===== src/rtl/debug_pkg.sv =====
// Shared debug-path definitions: register file geometry defaults and the dump reader state encoding.
package debug_pkg;

  localparam int ADDR_W_DEF = 5;
  localparam int DATA_W_DEF = 32;

  typedef enum logic [2:0] {
    S_IDLE  = 3'd0,
    S_HALT  = 3'd1,
    S_FETCH = 3'd2,
    S_SEND  = 3'd3,
    S_FIN   = 3'd4
  } dump_state_e;

endpackage


===== src/rtl/regfile_dump_reader.sv =====
// Halts the CPU, walks register indices FIRST..LAST through the debug read port and streams
// (index, value) beats to the debug console. The FSM state is visible as state_q.
module regfile_dump_reader
  import debug_pkg::*;
#(
  parameter int ADDR_W = ADDR_W_DEF,
  parameter int DATA_W = DATA_W_DEF,
  parameter int FIRST  = 0,
  parameter int LAST   = 31
) (
  input  logic              clk,
  input  logic              rst_n,
  input  logic              start,
  input  logic              abort,
  output logic              halt_req,
  input  logic              halt_ack,
  output logic [ADDR_W-1:0] rd_addr,
  input  logic [DATA_W-1:0] rd_data,
  output logic              out_valid,
  input  logic              out_ready,
  output logic [ADDR_W-1:0] out_idx,
  output logic [DATA_W-1:0] out_data,
  output logic              out_last,
  output logic              busy,
  output logic              done
);

  // Stream handshake: a beat transfers on a rising edge where out_valid and out_ready are both
  // high; while out_valid is high out_idx/out_data/out_last stay stable. abort withdraws the
  // pending beat in the same cycle so it can never complete.

  localparam logic [ADDR_W-1:0] FIRST_IDX = ADDR_W'(FIRST);
  localparam logic [ADDR_W-1:0] LAST_IDX  = ADDR_W'(LAST);

  dump_state_e       state_q, state_d;
  logic [ADDR_W-1:0] idx_q, idx_d;
  logic [ADDR_W-1:0] out_idx_q, out_idx_d;
  logic [DATA_W-1:0] out_data_q, out_data_d;
  logic              out_last_q, out_last_d;
  logic              handshake;

  assign out_valid = (state_q == S_SEND) && !abort;
  assign handshake = out_valid && out_ready;

  always_comb begin
    state_d    = state_q;
    idx_d      = idx_q;
    out_idx_d  = out_idx_q;
    out_data_d = out_data_q;
    out_last_d = out_last_q;
    case (state_q)
      S_IDLE: begin
        if (start) begin
          state_d = S_HALT;
          idx_d   = FIRST_IDX;
        end
      end
      S_HALT: begin
        if (abort) state_d = S_FIN;
        else if (halt_ack) state_d = S_FETCH;
      end
      S_FETCH: begin
        if (abort) begin
          state_d = S_FIN;
        end else begin
          out_idx_d  = idx_q;
          out_data_d = rd_data;
          out_last_d = (idx_q == LAST_IDX);
          state_d    = S_SEND;
        end
      end
      S_SEND: begin
        if (abort) begin
          state_d = S_FIN;
        end else if (handshake) begin
          // Terminal test is on the index itself, so the counter never needs to wrap.
          if (out_last_q) begin
            state_d = S_FIN;
          end else begin
            idx_d   = idx_q + ADDR_W'(1);
            state_d = S_FETCH;
          end
        end
      end
      S_FIN:   state_d = S_IDLE;
      default: state_d = S_IDLE;
    endcase
  end

  always_ff @(posedge clk or negedge rst_n) begin
    if (!rst_n) begin
      state_q    <= S_IDLE;
      idx_q      <= FIRST_IDX;
      out_idx_q  <= '0;
      out_data_q <= '0;
      out_last_q <= 1'b0;
    end else begin
      state_q    <= state_d;
      idx_q      <= idx_d;
      out_idx_q  <= out_idx_d;
      out_data_q <= out_data_d;
      out_last_q <= out_last_d;
    end
  end

  // Decoded from the registered state so a reset drops the halt request asynchronously.
  assign halt_req = (state_q == S_HALT) || (state_q == S_FETCH) || (state_q == S_SEND);
  assign busy     = (state_q != S_IDLE);
  assign done     = (state_q == S_FIN);
  assign rd_addr  = idx_q;
  assign out_idx  = out_idx_q;
  assign out_data = out_data_q;
  assign out_last = out_last_q;

endmodule

===== config.mk =====
export PLATFORM = sky130hd
export DESIGN_NAME = regfile_dump_reader
export DESIGN_NICKNAME = d
export VERILOG_FILES = /design/src/rtl/debug_pkg.sv /design/src/rtl/regfile_dump_reader.sv
export SDC_FILE = /design/constraint.sdc
export NUM_CORES = 1
export LEC_CHECK = 0
export CAP_MARGIN = 20
export CELL_PAD_IN_SITES_DETAIL_PLACEMENT = 1
export CELL_PAD_IN_SITES_GLOBAL_PLACEMENT = 2
export CORE_AREA = 2 2 86 88
export DETAILED_ROUTE_END_ITERATION = 16
export DIE_AREA = 0 0 88 90
export PLACE_DENSITY = 0.91
export SYNTH_ARGS = -nofsm -noshare
export SYNTH_HDL_FRONTEND = slang
export SYNTH_SLANG_ARGS = --single-unit
export TNS_END_PERCENT = 20

===== constraint.sdc =====
create_clock -name clk -period 5.35 [get_ports clk]
set_clock_uncertainty 0.2 [all_clocks]
set_input_delay 1.07 -clock clk [delete_from_list [all_inputs] [get_ports clk]]
set_output_delay 1.07 -clock clk [all_outputs]
set_load 0.005 [all_outputs]

==> metrics.txt <==
Mean Syn Cell Area 15.6 µm²; minimum clock period 3.50 ns; RD Place Congestion 0.660; clk slew on worst S/H paths 0.08 ns; Post-synth top flop dfrtp_1; Reg2Reg Depth 3; Setup crit end kind output port; CP cell instances clkdlybuf4s50_1 -> nor2b_1 -> clkdlybuf4s50_1; vias in the first global route 1515; Synth cell types 37; Peak VDD IR 152 µV; TritonCTS clock tree built; pre-CTS WS 1.80 ns; drt first pass iters 4; CTS Buf Count 5; Initial Utilization 0.289; routed length per instance 14.5 µm; dominant cell type by area after synthesis dfrtp_1; Worst slew margin 0.474; Buffers on Ports 84; slowest library cell on the worst path clkdlybuf4s50_1; Largest stage delay, worst path 0.52 ns; number of vias in the routed layout 1386; min-delay worst type flip-flop to flip-flop; run status finished clean; final worst-path setup slack 1.85 ns; share of layout cells above drive strength 1 0.214; Die Ht 90 µm; gr usage total 0.120; Final Max Slew Viols 0; worst-path fanout max 5; Synth top area share 0.568; via/cell ratio 4.41; crit path DAT 2.23 ns; post-synthesis cell area 2030 µm²; layout overhead on the synthesized area 47.8%; largest net degree at the start of global routing 47; clk_lat worst skew 0.30 ns; drt drc 0; Final period util 0.654; Bufs on Longest Clock Path 2; CP bufs+invs 2; warnings from Yosys 0; die area 7920 µm²; Reg-to-Reg End out_data[16]; hold path depth 1; Max Cap Viol 0; remaining antenna violation count after routing 0; final net count 255; # IOs 85; hold path startpoint out_data[19]; Root Driver clkbuf_8; Achievable Freq 286 MHz; antenna violations before repair 0; Seq/Total Area, Yosys 0.568; reg2reg setup slack 2.91 ns; Worst Setup Path Type primary input to output port; diode count 0; dominant cells by area after synthesis dfrtp_1 57%, mux2_4 15%, mux2_2 10%; cells after synthesis 130; placed wire-length estimate 3190 µm; number of core rows 31; total gr overflow 0; setup bufs post-CTS 0; first-pass GRT wire length 7390 µm; RSZ-0062 raised after global routing no; Tightest Pin Transition 0.789 ns; leak pwr 1.28 nW; Final Setup Violations 0; hold_ws 0.309 ns; setup_tns 0 ns; cell area power density 435 nW/µm²; Worst path top cell family by delay buffers and inverters; Clock Sinks 46; ys async rst share 1.00; Synth Register Bits 46; Worst setup SP type primary input; critical path required time 4.08 ns; syn_nets 170; 1st-iter DRT viols 18; Post-synth EDFFs 0; Hold Buf Count CTS 0; hold path endpoint out_data[19]; Die Wd 88 µm; cts repair resizes 0; Core Area 7020 µm²; final WL 4560 µm; Fin. Hold Viols 0; CTS H-tree lvls 2; CP most frequent cell clkdlybuf4s50_1; worst r2r src state_q[1]; final total power 0.00130 W
==> worst max-delay path by stage <==
stage | from | endpoint | slack, ns | cells past startpoint
after global placement | abort | out_data[22] | 1.83 | 4
after floorplan | abort | out_data[0] | 2.82 | 6
after detailed placement | abort | out_data[16] | 1.80 | 4
final | abort | out_valid | 1.85 | 3
after CTS | abort | out_valid | 1.83 | 3
after global routing | abort | out_valid | 1.78 | 3
==> per-stage QoR <==
stage | area [µm²] | instances | util
floorplan | 2030 | 130 | -
global placement | 2900 | 306 | 0.413
detailed placement | 2900 | 306 | 0.413
CTS | 2970 | 313 | 0.424
global route | 2990 | 314 | 0.426
finish | 2990 | 314 | 0.426
==> Yosys cell counts, drive strengths merged (2+ instances only) <==
master,instances
dfrtp,46
mux2,38
buf,6
nand2,3
nor2,3
nor3,3
a21boi,2
a21oi,2
ha,2
nor2b,2
o21ai,2
==> layer usage <==
| layer | track usage | vias to the layer above | share of wire |
|---|---|---|---|
| met5 | 0 | - | 0 |
| met4 | 0.0346 | 0 | 0.012 |
| met2 | 0.189 | 55 | 0.48 |
| met3 | 0.0487 | 6 | 0.075 |
| li1 | - | 636 | - |
| met1 | 0.150 | 689 | 0.44 |
==> cells in the final DEF (no fill, tap or decap), types with 2 or more instances in the layout <==
cell type	n
a21boi_0	2
a21oi_1	2
clkbuf_1	2
clkbuf_8	5
clkdlybuf4s50_1	83
dfrtp_1	46
ha_1	2
mux2_2	18
mux2_4	20
nand2_1	3
nor2_1	2
nor2b_1	2
nor3_1	3
o21ai_0	2
==> report_power, final <==
group | total [W] | switching [W] | internal (W) | leakage, nW
combinational | 0.000540 | 0.000148 | 0.000392 | 0.655
sequential | 0.000562 | 0.0000863 | 0.000475 | 0.586
clock | 0.000200 | 0.000110 | 0.0000902 | 0.0383
==> state kept, by name, summed over array words and instances (netlist names) <==
name	count
state_q	3
out_idx	5
out_data	32
rd_addr	5
out_last	1
==> cell families after synthesis <==
group	share of synthesized area
DFF	0.568
muxes	0.253
and+or+nand+nor	0.0698
buffers and inverters	0.0451
adders and majority gates	0.0124
AOI/OAI and AO/OA	0.0513
==> area by class of cell <==
| type | count | area, µm² |
|---|---|---|
| Multi-Input combinational cell | 76 | 783 |
| Timing Repair Buffer | 85 | 856 |
| Sequential cell | 46 | 1150 |
| Fill cell | 738 | 4030 |
| Inverter | 1 | 3.75 |
| Tap cell | 99 | 124 |
| Clock buffer | 7 | 76.3 |
==> worst register-to-register path, cell delays in order (launching register included) <==
cell	delay, ns
dfrtp_1	0.48
or3b_1	0.55
nor2_8	0.67
mux2_2	0.42
(Power assumes the default switching activity.)
